### config.mk
export PLATFORM = sky130hd
export DESIGN_NAME = mdu_iter
export DESIGN_NICKNAME = d
export VERILOG_FILES = /design/src/rtl/mdu_iter.sv
export SDC_FILE = /design/constraint.sdc
export NUM_CORES = 1
export LEC_CHECK = 0
export ABC_CLOCK_PERIOD_IN_PS = 4600
export CAP_MARGIN = 15
export CORE_ASPECT_RATIO = 1.1
export CORE_UTILIZATION = 50
export CTS_CLUSTER_SIZE = 14
export DETAILED_ROUTE_END_ITERATION = 16
export PLACE_DENSITY = 0.75
export SYNTH_ARGS = -nofsm -noshare
export SYNTH_HDL_FRONTEND = slang
export SYNTH_SLANG_ARGS = --single-unit
### constraint.sdc
create_clock -name clk -period 4.6 [get_ports clk]
set_input_delay 0.92 -clock clk [delete_from_list [all_inputs] [get_ports clk]]
set_output_delay 0.92 -clock clk [all_outputs]
set_load 0.01 [all_outputs]
### src/rtl/mdu_iter.sv
// Iterative MULT/MULTU/DIV/DIVU unit feeding the HI/LO register pair (32-cycle shift-add / restoring divide).
// Optional MTHI/MTLO write path enabled by defining MDU_MTHILO_EN.
module mdu_iter #(
  parameter int W     = 32,
  parameter int CNT_W = 5
) (
  input  logic           clk,
  input  logic           rst,
  input  logic           start,
  input  logic [1:0]     op,
  input  logic [W-1:0]   a,
  input  logic [W-1:0]   b,
  input  logic           cancel,
`ifdef MDU_MTHILO_EN
  input  logic           mthi,
  input  logic           mtlo,
  input  logic [W-1:0]   mt_data,
`endif
  output logic           busy,
  output logic           done,
  output logic [1:0]     hilo_we,
  output logic [2*W-1:0] hilo_wdata
);

  typedef enum logic [1:0] {S_IDLE, S_RUN, S_SIGN, S_DONE} state_e;

  state_e           state_q;
  logic [CNT_W-1:0] cnt_q;
  logic             div_q, sa_q, sb_q, bz_q;
  logic [W-1:0]     opnd_q;     // multiplicand |a| or divisor |b|
  logic [W-1:0]     a_raw_q;
  logic [2*W-1:0]   acc_q;      // mult: {partial, multiplier}; div: low half holds dividend/quotient
  logic [W-1:0]     rem_q;
  logic             busy_q, done_q;
  logic [1:0]       we_q;
  logic [2*W-1:0]   wdata_q;

  logic           signed_op, a_neg, b_neg;
  logic [W-1:0]   a_mag, b_mag;
  logic [W:0]     mul_sum;
  logic [2*W-1:0] acc_mul_d, acc_div_d;
  logic [W:0]     div_shift;
  logic [W-1:0]   div_diff, rem_d;
  logic           div_ge;
  logic [2*W-1:0] prod_fix;
  logic [W-1:0]   quot_fix, rem_fix;
  logic [2*W-1:0] result_d;

  always_comb begin
    signed_op = ~op[0];
    a_neg     = signed_op & a[W-1];
    b_neg     = signed_op & b[W-1];
    a_mag     = a_neg ? -a : a;
    b_mag     = b_neg ? -b : b;

    mul_sum   = {1'b0, acc_q[2*W-1:W]} + (acc_q[0] ? {1'b0, opnd_q} : '0);
    acc_mul_d = {mul_sum, acc_q[W-1:1]};

    // Remainder stays below the divisor, so the W-bit difference is exact whenever div_ge holds.
    div_shift = {rem_q, acc_q[W-1]};
    div_ge    = div_shift >= {1'b0, opnd_q};
    div_diff  = div_shift[W-1:0] - opnd_q;
    rem_d     = div_ge ? div_diff : div_shift[W-1:0];
    acc_div_d = {acc_q[2*W-1:W], acc_q[W-2:0], div_ge};

    prod_fix  = (sa_q ^ sb_q) ? -acc_q : acc_q;
    quot_fix  = (sa_q ^ sb_q) ? -acc_q[W-1:0] : acc_q[W-1:0];
    rem_fix   = sa_q ? -rem_q : rem_q;

    if (!div_q)     result_d = prod_fix;
    else if (bz_q)  result_d = {a_raw_q, {W{1'b1}}};
    else            result_d = {rem_fix, quot_fix};
  end

  // NOTE: all state uses non-blocking assignments so every register samples pre-edge values.
  always_ff @(posedge clk) begin
    if (rst) begin
      state_q <= S_IDLE;
      cnt_q   <= '0;
      div_q   <= 1'b0;
      sa_q    <= 1'b0;
      sb_q    <= 1'b0;
      bz_q    <= 1'b0;
      opnd_q  <= '0;
      a_raw_q <= '0;
      acc_q   <= '0;
      rem_q   <= '0;
      busy_q  <= 1'b0;
      done_q  <= 1'b0;
      we_q    <= 2'b00;
      wdata_q <= '0;
    end else begin
      case (state_q)
        S_IDLE: begin
          done_q <= 1'b0;
          we_q   <= 2'b00;
          if (cancel) begin
            busy_q <= 1'b0;
          end else if (start) begin
            state_q <= S_RUN;
            busy_q  <= 1'b1;
            cnt_q   <= '0;
            div_q   <= op[1];
            sa_q    <= a_neg;
            sb_q    <= b_neg;
            bz_q    <= (b == '0);
            a_raw_q <= a;
            rem_q   <= '0;
            opnd_q  <= op[1] ? b_mag : a_mag;
            acc_q   <= {{W{1'b0}}, (op[1] ? a_mag : b_mag)};
          end
`ifdef MDU_MTHILO_EN
          else if (mthi | mtlo) begin
            we_q    <= {mthi, mtlo};
            wdata_q <= {mt_data, mt_data};
          end
`endif
        end
        S_RUN: begin
          if (cancel) begin
            state_q <= S_IDLE;
            busy_q  <= 1'b0;
          end else begin
            acc_q <= div_q ? acc_div_d : acc_mul_d;
            if (div_q) rem_q <= rem_d;
            cnt_q <= cnt_q + CNT_W'(1);
            if (cnt_q == CNT_W'(W - 1)) state_q <= S_SIGN;
          end
        end
        S_SIGN: begin
          if (cancel) begin
            state_q <= S_IDLE;
            busy_q  <= 1'b0;
          end else begin
            state_q <= S_DONE;
            done_q  <= 1'b1;
            we_q    <= 2'b11;
            wdata_q <= result_d;
          end
        end
        default: begin
          // The write is already on the outputs here; cancel simply returns to IDLE like normal.
          state_q <= S_IDLE;
          busy_q  <= 1'b0;
          done_q  <= 1'b0;
          we_q    <= 2'b00;
        end
      endcase
    end
  end

  assign busy       = busy_q;
  assign done       = done_q;
  assign hilo_we    = we_q;
  assign hilo_wdata = wdata_q;

endmodule
# Word level (Yosys, flattened, before mapping)
# Index checks and enable logic that the tools add are counted.
[word_totals] elab_cells=93 out_inout_bits=68 ff_bits=239 inputBits=70
[op_classes] order_cmp=1 reduce_logical=12 bitwise=6 addsub=8 mux=39 n_eq_ne=12
[op_table] cell="$mux 64" count=7
[op_table] cell="$mux 32" count=12
[op_table] cell="$neg 32->32" count=4
[op_table] cell="$pmux 64 s2" count=1
[op_table] cell="$neg 64->64" count=1
[op_table] cell="$pmux 32 s2" count=1
[op_table] cell="$add 32x32->33" count=1
[op_table] cell="$ge 33x32->1" count=1
[op_table] cell="$logic_not 32->1" count=1
[op_table] cell="$sub 32x32->32" count=1
[op_table] cell="$mux 5" count=3
[op_table] cell="$mux 2" count=6
[op_table] cell="$ne 2x2->1 const B" count=6
[op_table] cell="$pmux 5 s2" count=1
[op_table] cell="$reduce_and 5->1" count=2
[op_table] cell="$ne 3x3->1 const B" count=2
[op_table] cell="$pmux 2 s3" count=1
[op_table] cell="$reduce_and 2->1" count=3
[op_table] cell="$reduce_and 3->1" count=2
[op_table] cell="$add 5x1->5 const B" count=1
[op_table] cell="$eq 5x5->1 const B" count=1
[op_table] cell="$mux 1" count=4
[op_table] cell="$pmux 1 s2" count=2
[op_table] cell="$pmux 2 s2" count=1
[op_table] cell="other kinds (10)" count=13

# Depth between registers and ports, before layout
# Gate-level depths: netlist of the first run.
[logic_depth] ltp_word=7 mapped_depth=15 mapped_depth_nobuf=14

# Worst setup path after synthesis of the first run
# OpenSTA, ideal clock, no wires.
[synth_timing] kind="register to register" start="register acc_q[0]" end="register acc_q[63]" path_stages_with_launch=14 n_path_buf=1 setup_time_ns=0.078 arrival_ns=3.341 slack_ns=1.181 required_time_ns=4.522 synth_period_minus_slack_ns=3.419 cell_sequence="dfxtp_1 -> inv_1 -> clkbuf_1 -> nor2_1 -> ha_1 -> and2_1 -> nand4_1 -> a2111oi_0 -> nor3_1 -> o31ai_1 -> a211o_1 -> a21oi_1 -> o311a_1 -> nor3_1"
[synth_via] elab_chain_len=5
[synth_lines] item="start: declaration" line_no="32" rtl="logic [2*W-1:0] acc_q;"
[synth_lines] item="start signal: assignment" line_no="110" rtl="acc_q <= {{W{1'b0}}, (op[1] ? a_mag : b_mag)};"
[synth_lines] item="start signal: assignment" line_no="124" rtl="acc_q <= div_q ? acc_div_d : acc_mul_d;"
[synth_lines] item="$mux 32" line_no="56" rtl="mul_sum = {1'b0, acc_q[2*W-1:W]} + (acc_q[0] ? {1'b0, opnd_q} : '0);"
[synth_lines] item="$add 32x32->33" line_no="56"
[synth_lines] item="$mux 64" line_no="124"
[synth_lines] item="$mux 64" line_no="120" rtl="if (cancel) begin"
[synth_lines] item="$pmux 64 s2" line_no="93" rtl="case (state_q)"
# No other way between the ends. The select of a mux whose other input is x is not followed.
# A chain may end at the register's enable or synchronous reset.

# Final worst setup path of the first run
# Ends and elaborated chain as after synthesis.

==> results_dict.tcl, run 1 <==
set metrics [dict create \
    status "finished clean" \
    power_leakage_nw 7.454 \
    hold_buffers 0 \
    numPortBuffers 137 \
    slew_violations 0 \
    critPathMaxFanout 7 \
    syn_avg_cell_area_um2 7.388 \
    vias_per_cell 6.232 \
    post_cts_resized 0 \
    synth-edff-count 0 \
    dieWidth_um 177.5 \
    tns_ns 0 \
    ir_drop_mv 0.3119 \
    gp_congestion 1.083 \
    holdCritPathClass "flip-flop to flip-flop" \
    critPathCaptureType "flip-flop" \
    setup_violations 0 \
    die_y_um 195.0 \
    fin_cells 2795 \
    cts_tree "yes" \
    grt_pass1_wl_um 88140 \
    hold_viol 0 \
    syn_nets 2438 \
    routed_wl_um 57120 \
    critPathArrivalTime_ns 4.44 \
    route.vias.total 17420 \
    path_clk_slew_ns 0.07 \
    drt-initial-drc-count 1779 \
    worstSetupStartpointType "flip-flop" \
    grt_start_max_net_pins 102 \
    synthArstFlopShare_pct 0 \
    finClkSkew_ns 0.01888 \
    drtPass1Iterations 6 \
    syn_inst 2292 \
    cts.sinks 237 \
    cts-htree-levels 1 \
    postCtsSetupRepairBufs 0 \
    crit_chain "and2_1 > ha_1 > inv_1 > fa_1 > nor2b_1 > o31ai_1 > a2111oi_0 > buf_4 > nor3_1 > o31ai_1 > a211o_1 > a21oi_1 > o311a_1 > nor3_1" \
    start_util_pct 50.88 \
    netlist_area_um2 16930 \
    routed-wl-met3_um 5357 \
    fp.coreArea_um2 33280 \
    ys_seq_area_share_pct 28.02 \
    fin_crit_sh_pct 85.94 \
    grt_use_total_pct 32.33 \
    clkLatencyLatePin_ns 0.57 \
    diodes 0 \
    ys_ff_latch 237 \
    ant_nets 0 \
    fill_cells 3089 \
    crit_path_top_delay_cell "o31ai_1" \
    synthToLayoutAreaGrowth_pct 15.75 \
    numCtsBuffers 27 \
    root_buffer "clkbuf_16" \
    met1Wirelength_um 24350 \
    hold_path_depth 2 \
    powerDensity_nw_per_um2 332.5 \
    place_inst 2745 \
    dp_hpwl_um 43490 \
    grt_pass1_vias 15740 \
    die_area_um2 34610 \
    synth_ff_type "dfxtp_1" \
    layout.nets 2489 \
    reg2reg_depth 14 \
    rows 70 \
    layout-drive-gt1-share_pct 5.882 \
    cap_violations 0 \
    yosys.cell_types.count 76 \
    relSlewSlack_pct 41.08 \
    crit_type "flip-flop to flip-flop" \
    worst_pin_slew_ns 0.8818 \
    fin_crit_ns 3.953 \
    cp_data_required_time_ns 5.09 \
    grt_overflow 0 \
    top_layer_used "met4" \
    drc 0 \
    slowest_delay_ns 0.60 \
    wl_met2_um 24860 \
    yosys_warnings 0 \
    clk_path_buf_depth 3 \
    post_drt_wl_per_cell_um 20.44 \
    io_pins 138 \
    clock.fmax_mhz 253.0 \
    rsz0062_at_grt "false" \
    antenna_found_initial 0 \
]
-- Yosys cell counts (42+ instances only) --
master | number | area [µm²]
a211oi_1 | 81 | 608.1
a21oi_1 | 223 | 1116
clkbuf_1 | 133 | 499.2
dfxtp_1 | 237 | 4745
ha_1 | 74 | 925.9
inv_1 | 70 | 262.8
mux2i_1 | 42 | 420.4
nand2_1 | 285 | 1070
nor2_1 | 285 | 1070
nor3_1 | 65 | 325.3
o211ai_1 | 46 | 345.3
o21ai_0 | 137 | 685.7
xnor2_1 | 105 | 919.6
xor2_1 | 90 | 788.3
-- area by class of cell --
class	instances	area, µm²	share of cell area [%]
Timing Repair Buffer	177	1725	8.802
Inverter	71	266.5	1.360
Tap cell	432	540.5	2.758
Multi-Input combinational cell	1829	11370	58.01
Clock inverter	13	188.9	0.9639
Sequential cell	237	4750	24.23
Clock buffer	36	759.5	3.875
-- metal layers --
layer  up-vias  global-route usage [%]
li1       8251                       -
met1      8220                   44.93
met2       815                   49.78
met3       132                   4.907
met4         0                   13.01
met5         -                       0
-- cells by family after synthesis --
group,after synthesis,share of synthesized area (%)
AND/OR/NAND/NOR,799,21.07
buffers and inverters,226,5.120
multiplexers,63,3.879
XOR/XNOR,195,10.09
adder cells (fa/ha/maj),76,5.704
flip-flops,237,28.02
AO/OA/AOI/OAI,696,26.12
-- worst paths after layout --
check	endpoint	slack (ns)	from
setup reg to reg	acc_q[63]$_SDFFE_PP0P_	0.65	acc_q[0]$_SDFFE_PP0P_
hold / removal	hilo_wdata[53]$_SDFFE_PP0P_	0.45	hilo_wdata[53]$_SDFFE_PP0P_
setup / recovery	acc_q[63]$_SDFFE_PP0P_	0.65	acc_q[0]$_SDFFE_PP0P_
hold reg to reg	hilo_wdata[53]$_SDFFE_PP0P_	0.45	hilo_wdata[53]$_SDFFE_PP0P_
-- report_power, final --
group          leakage [nW]  internal (W)  switching (W)
clock                 0.464       0.00139       0.000932
sequential             1.92       0.00217       0.000163
combinational          5.07      0.000700        0.00116
total                  7.45       0.00426        0.00226
-- worst max-delay path: cells and delay by family (launching register included) --
family / cells / cell delay [ns]
AOI/OAI and AO/OA: 6 / 1.88
buffers and inverters: 2 / 0.27
and+or+nand+nor: 4 / 0.61
adders and majority gates: 2 / 0.60
DFF: 1 / 0.51
-- cells in the final DEF (no fill, tap or decap), types with 10 or more instances in the layout --
cell type and count:
o41ai_1 14, nand4_1 18, nor2_1 283, o21ai_0 137, a311oi_1 12, nand2_1 285, nor4_1 12, o211ai_1 46
ha_1 74, a22oi_1 15, or3_1 15, inv_1 70, nor2b_1 23, o31ai_1 17, mux2i_1 42, clkdlybuf4s50_1 135
a32oi_1 11, a22o_1 17, a31oi_1 19, xnor2_1 104, a21o_1 27, buf_4 35, clkbuf_16 27, a21oi_1 221
mux2_2 21, a211oi_1 81, nand3_1 17, dfxtp_1 235, xor2_1 89, and2_1 10, nor3_1 65, o21a_1 11
nand2b_1 18
-- state kept, by name, indices dropped and copies added (netlist names) --
| signal | flops |
|---|---|
| acc_q | 64 |
| hilo_wdata | 64 |
| a_raw_q | 32 |
| opnd_q | 32 |
| rem_q | 32 |
| cnt_q | 5 |
| state_q | 2 |
| busy | 1 |
| bz_q | 1 |
| div_q | 1 |
| hilo_we | 1 |
| sa_q | 1 |
| sb_q | 1 |
-- through the flow --
step	utilization, %	area [µm²]	total power [W]	hold slack (ns)	setup slack [ns]
after detailed placement	56.00	18640	0.004185	0.4428	0.6182
after CTS	58.85	19590	0.006485	0.4537	0.6981
after global routing	58.89	19600	0.006774	0.4700	0.2733
after global placement	56.00	18640	0.004153	0.4376	0.6634
after floorplan	-	16930	0.003562	0.4319	1.181
final	58.89	19600	0.006517	0.4498	0.6470
Note: power is estimated with default switching activity, not from simulation.
==> run 2: changes to the inputs <==
--- a/config.mk
+++ b/config.mk
@@ -11,6 +11,7 @@
 export CORE_UTILIZATION = 50
 export CTS_CLUSTER_SIZE = 14
 export DETAILED_ROUTE_END_ITERATION = 16
+export HOLD_SLACK_MARGIN = 0.15
 export PLACE_DENSITY = 0.75
 export SYNTH_ARGS = -nofsm -noshare
 export SYNTH_HDL_FRONTEND = slang
==> results of run 2 <==
Final layout, timing and power as in run 1 (identical DEF).
